--- src/rtl/pic_pkg.sv ---
// Shared types and constants for the 8259 host-side sequencer.
package pic_pkg;

   localparam int ICW1_IC4  = 0;
   localparam int ICW1_SNGL = 1;
   localparam logic [7:0] EOI_CMD_DEFAULT = 8'h20;

   typedef enum logic [2:0] {
      S_IDLE, S_INIT, S_READY, S_EOI, S_INTA1, S_INTA_GAP, S_INTA2, S_VEC_WAIT
   } seq_state_e;

   typedef enum logic [2:0] {
      PH_IDLE, PH_SETUP, PH_STROBE, PH_HOLD, PH_GAP
   } bus_phase_e;

   typedef enum logic {
      BUS_WRITE, BUS_INTA
   } bus_kind_e;

   typedef enum logic [2:0] {
      W_ICW1, W_ICW2, W_ICW3, W_ICW4, W_OCW1, W_DONE
   } init_word_e;

   // ICW3 exists only in cascade mode, ICW4 only when ICW1 asks for it.
   function automatic init_word_e next_init_word(input init_word_e cur, input logic [7:0] icw1);
      init_word_e nxt;
      case (cur)
         W_ICW1:  nxt = W_ICW2;
         W_ICW2:  nxt = !icw1[ICW1_SNGL] ? W_ICW3 : (icw1[ICW1_IC4] ? W_ICW4 : W_OCW1);
         W_ICW3:  nxt = icw1[ICW1_IC4] ? W_ICW4 : W_OCW1;
         W_ICW4:  nxt = W_OCW1;
         default: nxt = W_DONE;
      endcase
      return nxt;
   endfunction

endpackage

--- src/rtl/pic_bus_cycle.sv ---
// One PIC bus transaction: a register write (SETUP/STROBE/HOLD/GAP) or an
// INTA strobe (STROBE/GAP). done is high on the last gap clock so a new go can chain.
module pic_bus_cycle
   import pic_pkg::*;
#(
   parameter int PULSE_CYCLES = 2,
   parameter int GAP_CYCLES   = 1
) (
   input  logic       clock,
   input  logic       reset,
   input  logic       go,
   input  bus_kind_e  kind,
   input  logic       a0,
   input  logic [7:0] data,
   output logic       done,
   output logic       strobe_last,
   output logic       idle,
   output logic       cs_n,
   output logic       wr_n,
   output logic       inta_n,
   output logic       bus_a0,
   output logic [7:0] bus_data,
   output logic       bus_oe
);

   localparam int MAX_CYCLES = (PULSE_CYCLES > GAP_CYCLES) ? PULSE_CYCLES : GAP_CYCLES;
   localparam int CW = $clog2(MAX_CYCLES + 1);
   localparam logic [CW-1:0] PULSE_LAST = CW'(PULSE_CYCLES - 1);
   localparam logic [CW-1:0] GAP_LAST   = CW'(GAP_CYCLES - 1);

   bus_phase_e    phase, phase_nxt;
   logic [CW-1:0] cnt, cnt_nxt;
   bus_kind_e     kind_r;
   logic          load;
   logic          writing;

   assign idle        = (phase == PH_IDLE);
   assign done        = (phase == PH_GAP) && (cnt == GAP_LAST);
   assign strobe_last = (phase == PH_STROBE) && (cnt == PULSE_LAST);

   // Strobes decode straight from registered state so reset releases them at once.
   assign writing = (kind_r == BUS_WRITE) &&
                    (phase == PH_SETUP || phase == PH_STROBE || phase == PH_HOLD);
   assign cs_n    = !writing;
   assign bus_oe  = writing;
   assign wr_n    = !((kind_r == BUS_WRITE) && (phase == PH_STROBE));
   assign inta_n  = !((kind_r == BUS_INTA) && (phase == PH_STROBE));

   always_comb begin
      phase_nxt = phase;
      cnt_nxt   = cnt;
      load      = 1'b0;
      case (phase)
         PH_SETUP: begin
            phase_nxt = PH_STROBE;
            cnt_nxt   = '0;
         end
         PH_STROBE: begin
            if (cnt == PULSE_LAST) begin
               cnt_nxt   = '0;
               phase_nxt = (kind_r == BUS_WRITE) ? PH_HOLD : PH_GAP;
            end else begin
               cnt_nxt = cnt + 1'b1;
            end
         end
         PH_HOLD: begin
            phase_nxt = PH_GAP;
            cnt_nxt   = '0;
         end
         PH_GAP: begin
            if (cnt == GAP_LAST) phase_nxt = PH_IDLE;
            else cnt_nxt = cnt + 1'b1;
         end
         default: ;
      endcase
      if (go && (idle || done)) begin
         load      = 1'b1;
         cnt_nxt   = '0;
         phase_nxt = (kind == BUS_WRITE) ? PH_SETUP : PH_STROBE;
      end
   end

   always_ff @(posedge clock or posedge reset) begin
      if (reset) begin
         phase    <= PH_IDLE;
         cnt      <= '0;
         kind_r   <= BUS_WRITE;
         bus_a0   <= 1'b0;
         bus_data <= 8'h00;
      end else begin
         phase <= phase_nxt;
         cnt   <= cnt_nxt;
         if (load) begin
            kind_r <= kind;
            if (kind == BUS_WRITE) begin
               bus_a0   <= a0;
               bus_data <= data;
            end
         end
      end
   end

endmodule

--- src/rtl/pic_host_sequencer.sv ---
// Host bus master for the 8259: runs the ICW/OCW1 init sequence, then services
// interrupts with an INTA pair, a vector handshake and queued EOI writes.
module pic_host_sequencer
   import pic_pkg::*;
#(
   parameter int         PULSE_CYCLES = 2,
   parameter int         GAP_CYCLES   = 1,
   parameter logic [7:0] EOI_CMD      = EOI_CMD_DEFAULT
) (
   input  logic       clock,
   input  logic       reset,
   input  logic       start,
   input  logic [7:0] icw1,
   input  logic [7:0] icw2,
   input  logic [7:0] icw3,
   input  logic [7:0] icw4,
   input  logic [7:0] ocw1,
   input  logic       eoi_req,
   output logic       busy,
   output logic       init_done,
   output logic       pic_cs_n,
   output logic       pic_rd_n,
   output logic       pic_wr_n,
   output logic       pic_a0,
   output logic [7:0] pic_data_out,
   output logic       pic_data_oe,
   input  logic [7:0] pic_data_in,
   output logic       pic_inta_n,
   input  logic       pic_int,
   output logic       vec_valid,
   output logic [7:0] vec_data,
   input  logic       vec_ready
);

   seq_state_e state, state_nxt;
   init_word_e word, word_nxt;
   logic [7:0] icw1_r, icw2_r, icw3_r, icw4_r, ocw1_r;
   logic       eoi_pending, int_meta, int_sync;
   logic       accept_start, capture_vec, eoi_done;
   logic       bus_go, bus_done, bus_strobe_last, bus_idle, bus_a0_req;
   bus_kind_e  bus_kind;
   logic [7:0] bus_data_req;

   assign busy      = (state == S_INIT);
   assign init_done = !(state == S_IDLE || state == S_INIT);
   assign vec_valid = (state == S_VEC_WAIT);
   assign pic_rd_n  = 1'b1;

   pic_bus_cycle #(
      .PULSE_CYCLES (PULSE_CYCLES),
      .GAP_CYCLES   (GAP_CYCLES)
   ) u_bus (
      .clock       (clock),
      .reset       (reset),
      .go          (bus_go),
      .kind        (bus_kind),
      .a0          (bus_a0_req),
      .data        (bus_data_req),
      .done        (bus_done),
      .strobe_last (bus_strobe_last),
      .idle        (bus_idle),
      .cs_n        (pic_cs_n),
      .wr_n        (pic_wr_n),
      .inta_n      (pic_inta_n),
      .bus_a0      (pic_a0),
      .bus_data    (pic_data_out),
      .bus_oe      (pic_data_oe)
   );

   // Next-state logic; the first init word comes straight from the inputs because
   // the word registers only load on the accepting edge.
   always_comb begin
      state_nxt    = state;
      word_nxt     = word;
      bus_go       = 1'b0;
      bus_kind     = BUS_WRITE;
      bus_a0_req   = 1'b1;
      bus_data_req = 8'h00;
      accept_start = 1'b0;
      capture_vec  = 1'b0;
      eoi_done     = 1'b0;
      case (state)
         S_IDLE: accept_start = start;
         S_INIT: begin
            if (bus_done) begin
               word_nxt = next_init_word(word, icw1_r);
               if (word_nxt == W_DONE) begin
                  state_nxt = S_READY;
               end else begin
                  bus_go = 1'b1;
                  case (word_nxt)
                     W_ICW2:  bus_data_req = icw2_r;
                     W_ICW3:  bus_data_req = icw3_r;
                     W_ICW4:  bus_data_req = icw4_r;
                     default: bus_data_req = ocw1_r;
                  endcase
               end
            end
         end
         S_READY: begin
            if (bus_idle) begin
               if (start) begin
                  accept_start = 1'b1;
               end else if (eoi_pending) begin
                  bus_go       = 1'b1;
                  bus_a0_req   = 1'b0;
                  bus_data_req = EOI_CMD;
                  state_nxt    = S_EOI;
               end else if (int_sync) begin
                  bus_go    = 1'b1;
                  bus_kind  = BUS_INTA;
                  state_nxt = S_INTA1;
               end
            end
         end
         S_EOI: begin
            if (bus_done) begin
               eoi_done  = 1'b1;
               state_nxt = S_READY;
            end
         end
         S_INTA1: if (bus_strobe_last) state_nxt = S_INTA_GAP;
         S_INTA_GAP: begin
            if (bus_done) begin
               bus_go    = 1'b1;
               bus_kind  = BUS_INTA;
               state_nxt = S_INTA2;
            end
         end
         S_INTA2: begin
            if (bus_strobe_last) begin
               capture_vec = 1'b1;
               state_nxt   = S_VEC_WAIT;
            end
         end
         S_VEC_WAIT: if (vec_ready) state_nxt = S_READY;
         default: state_nxt = S_IDLE;
      endcase
      if (accept_start) begin
         bus_go       = 1'b1;
         bus_kind     = BUS_WRITE;
         bus_a0_req   = 1'b0;
         bus_data_req = icw1;
         word_nxt     = W_ICW1;
         state_nxt    = S_INIT;
      end
   end

   always_ff @(posedge clock or posedge reset) begin
      if (reset) begin
         state  <= S_IDLE;
         word   <= W_ICW1;
         icw1_r <= 8'h00;
         icw2_r <= 8'h00;
         icw3_r <= 8'h00;
         icw4_r <= 8'h00;
         ocw1_r <= 8'h00;
      end else begin
         state <= state_nxt;
         word  <= word_nxt;
         if (accept_start) begin
            icw1_r <= icw1;
            icw2_r <= icw2;
            icw3_r <= icw3;
            icw4_r <= icw4;
            ocw1_r <= ocw1;
         end
      end
   end

   // A request arriving as an EOI write completes wins, so it is not lost.
   always_ff @(posedge clock or posedge reset) begin
      if (reset) begin
         int_meta    <= 1'b0;
         int_sync    <= 1'b0;
         eoi_pending <= 1'b0;
         vec_data    <= 8'h00;
      end else begin
         int_meta <= pic_int;
         int_sync <= int_meta;
         if (capture_vec) vec_data <= pic_data_in;
         if (accept_start) eoi_pending <= 1'b0;
         else if (eoi_req && init_done) eoi_pending <= 1'b1;
         else if (eoi_done) eoi_pending <= 1'b0;
      end
   end

endmodule
--- config.mk ---
export PLATFORM = sky130hd
export DESIGN_NAME = pic_host_sequencer
export DESIGN_NICKNAME = d
export VERILOG_FILES = /design/src/rtl/pic_pkg.sv /design/src/rtl/pic_bus_cycle.sv /design/src/rtl/pic_host_sequencer.sv
export SDC_FILE = /design/constraint.sdc
export NUM_CORES = 1
export LEC_CHECK = 0
export BUFFER_PORTS_ARGS = -buffer_cell sky130_fd_sc_hd__buf_2
export CAP_MARGIN = 15
export CORE_MARGIN = 3
export CORE_UTILIZATION = 29
export DETAILED_ROUTE_END_ITERATION = 7
export GPL_TIMING_DRIVEN = 1
export PLACE_DENSITY = 0.45
export SYNTH_ARGS = -nofsm -noshare
export SYNTH_HDL_FRONTEND = slang
export SYNTH_SLANG_ARGS = --single-unit
--- constraint.sdc ---
create_clock -name clock -period 6.4 [get_ports clock]
set_input_delay 1.28 -clock clock [delete_from_list [all_inputs] [get_ports clock]]
set_output_delay 1.28 -clock clock [all_outputs]
set_load 0.1 [all_outputs]
==> metrics.md <==
| Metric | Value |
|---|---|
| # fillers | `between 1000 and 1500` |
| Status | `finished, final reports clean` |
| Cells resized by post-CTS repair | `0` |
| CTS tree | `built` |
| Main combinational cell family by area after synthesis | `simple AND/OR/NAND/NOR gates` |
| Die H | `roughly 120 um` |
| CP Launch Type | `register` |
| H-Tree Depth | `3` |
| Antenna cells | `0` |
| Final non-filler cell total | `between 500 and 600` |
| Synth Flop Type | `dfrtp_1` |
| Core Util, Final | `about 37%` |
| Post-layout net count | `roughly 500` |
| Relative slew slack | `38.92%` |
| DRT Pass-1 Iters | `4` |
| Clock Sinks | `66` |
| Synth Area in Compound Gates | `between 10% and 20%` |
| Setup crit end kind | `output port` |
| Final hold vios | `0` |
| Detailed Place HPWL | `approximately 6.2 mm` |
| Synth Area in XOR/XNOR | `0%` |
| Root Driver | `clkbuf_16` |
| Routability cong. | `between 0.7 and 0.8` |
| CP cell instances | `clkinv_1, ha_1, inv_1, buf_2` |
| Unrepaired setup endpoints after global routing | `false` |
| Vias per Instance | `around 4.8` |
| Skew final | `approximately 8 ps` |
| Achievable Freq | `0.2954 GHz` |
| Min-delay worst type | `reg2reg` |
| Fin Hold WS | `approximately 350 ps` |
| Critical path class | `reg2out` |
| Yosys warnings | `0` |
| Total negative slack | `0 ps` |
| Total grt overflow | `0` |
| TritonCTS buffer count | `9` |
| Finished Cell Area | `~4200 um2` |
| Cells after Synth | `about 370` |
| Share of cells above drive strength 1 | `between 20% and 30%` |
| First-pass GRT wire length | `about 14 mm` |
| Sequential area share after synthesis | `47.33%` |
| DRC errors left | `0` |
| Async SR Flop Fraction | `100.0%` |
| Via count | `2814` |
| Vias in the first global route | `approximately 2800` |
| Leakage | `2.076 nW` |
| CORE AREA | `roughly 12000 um2` |
| Post-CTS setup buffer count | `0` |
| Max-cap violation count | `0` |
| Cell Rows | `39` |
| Post-synthesis mux area share | `6.311%` |
| Starting DRT DRC Count | `193` |
| Setup ws final | `between 3000 and 4000 ps` |
| Final WL | `around 9 mm` |
| DP Cell Count | `573` |
| Final worst path period need | `3385 ps` |
| Overall Global Routing Usage | `about 14%` |
| Max Fanout on Critical Path | `15` |
| Max Slew Vio Count | `0` |
| PortBufs | `just under 80` |
| Cell area after placement | `3959 um2` |
| Die footprint | `~13000 um2` |
| Die Wd | `approximately 120 um` |
| Synth cell types | `59` |
| Critical path's slowest cell | `dfrtp_1` |
| #FFs+latches synth | `66` |
| Worst VDD drop | `between 0.0002 and 0.00025 V` |
| Multi-input gate area | `approximately 1700 um2` |
| Worst EP arrival | `~2100 ps` |
| Post-synth EDFFs | `0` |
| Final setup violation count | `0` |
| Clock latency on the worst-skew pair | `about 330 ps` |
| Crit share post-route | `between 50 and 60%` |
| CTS max path bufs | `2` |
| Routed WL per cell | `approximately 15 um` |
| Number of buffers inserted by hold repair at cts | `0` |
| Cell Pwr Density | `583.3 nW/um2` |
| Syn Area/Cell | `9.381 um2` |
| Synthesized area | `3490 um2` |
| Worst-Margin Slew | `916.3 ps` |
| Synth Area in Adders | `~1.4%` |
| Post-DRT Antenna Nets | `0` |
| Worst path required time | `approximately 5000 ps` |
| FF+latch area | `1652 um2` |
| Largest net degree at the start of global routing | `between 60 and 70` |
| Starting Density | `between 30 and 40%` |
| Power Total | `about 2.5 mW` |
| Post-synthesis net count | `430` |
| Syn-to-layout area delta | `21.58%` |
| Max incr delay on CP | `between 600 and 700 ps` |
| Post-synthesis simple-gate area fraction | `between 20% and 30%` |
| CTS clock-pin slew for the worst setup and hold paths | `~50 ps` |
| Initial antenna violation count | `0` |
| Post-place setup slack | `3358 ps` |
| IO Pins | `79` |
[worst paths after layout]
check / start / depth (start not counted) / slack (ps) / to
setup reg to reg: u_bus.cnt[0]$_DFFE_PP0P_ / 7 / 3850 / u_bus.bus_data[2]$_DFFE_PP0P_
hold reg to reg: int_meta$_DFF_PP0_ / 0 / 350 / int_sync$_DFF_PP0_
hold / removal: int_meta$_DFF_PP0_ / 0 / 350 / int_sync$_DFF_PP0_
setup / recovery: state[2]$_DFFE_PP0P_ / 4 / 3010 / init_done
max in group asynchronous: reset / 3 / 4670 / u_bus.phase[0]$_DFFE_PP0P_
min in group asynchronous: reset / 3 / 1200 / vec_data[4]$_DFFE_PP0P_
[synth_stat cells (4+ instances only)]
| library cell | n | area share (%) |
|---|---|---|
| a21oi_1 | 16 | 2.3 |
| nand2b_1 | 4 | 0.72 |
| nor2_1 | 22 | 2.4 |
| a221o_1 | 8 | 2.3 |
| buf_2 | 9 | 1.3 |
| ha_1 | 4 | 1.4 |
| nor3_1 | 5 | 0.72 |
| inv_1 | 18 | 1.9 |
| nor2b_1 | 9 | 1.6 |
| clkbuf_1 | 8 | 0.86 |
| mux2_2 | 8 | 2.6 |
| and2_1 | 8 | 1.4 |
| a211oi_1 | 5 | 1.1 |
| nand2_1 | 87 | 9.4 |
| dfrtp_1 | 66 | 47 |
| mux2_4 | 8 | 3.4 |
| o21ai_0 | 23 | 3.3 |
[logic make-up (layout without fill, tap and decap cells)]
| logic type | Yosys count | after routing |
|---|---|---|
| flops | 66 | 66 |
| buf+inv | 41 | 114 |
| simple gates | 158 | 158 |
| fa+ha+maj | 4 | 4 |
| other cells | 1 | 1 |
| compound gates | 85 | 85 |
| mux | 17 | 17 |
[power by group]
group	internal, mW	total, mW	switching, mW
Combinational	0.346	1.22	0.874
Sequential	0.594	0.780	0.186
Clock	0.297	0.474	0.178
Total	1.24	2.47	1.24
[placed cells by master, fill, tap and decap left out, types with 4 or more instances in the layout]
master and instances:
nand2_1 87, buf_2 77, dfrtp_1 66, o21ai_0 23
nor2_1 22, inv_1 17, a21oi_1 16, nor2b_1 9
clkbuf_16 9, and2_1 8, mux2_2 8, a221o_1 8
mux2_4 8, nor3_1 5, a211oi_1 5, nand2b_1 4
ha_1 4, clkinv_2 4
[worst max-delay path: cells and delay by family (launching register included)]
| kind | cells | cell delay, ps |
|---|---|---|
| adder cells (fa/ha/maj) | 1 | 290 |
| buffers and inverters | 3 | 880 |
| flip-flops | 1 | 610 |
[state kept, by name, indices dropped and copies added (netlist names), 2 cells and up]
register,cells
icw3_r,8
u_bus.bus_data,8
word,3
ocw1_r,8
u_bus.cnt,2
icw4_r,8
icw2_r,8
u_bus.phase,3
icw1_r,2
vec_data,8
state,3
[per-layer routing]
| metal | track usage [%] | share of wire [%] |
|---|---|---|
| met5 | 0 | 0 |
| met4 | 4.872 | 1.5 |
| met3 | 3.238 | 4.5 |
| met2 | 20.33 | 44 |
| met1 | 20.05 | 50 |
[cell type report]
type	instances	area share, %
Clock inverter	6	1.386
Inverter	20	1.769
Clock buffer	9	5.308
Timing Repair Buffer	79	9.437
Sequential cell	66	38.93
Tap cell	143	4.217
Multi-Input combinational cell	265	38.96
Note: power is estimated with default switching activity, not from simulation.
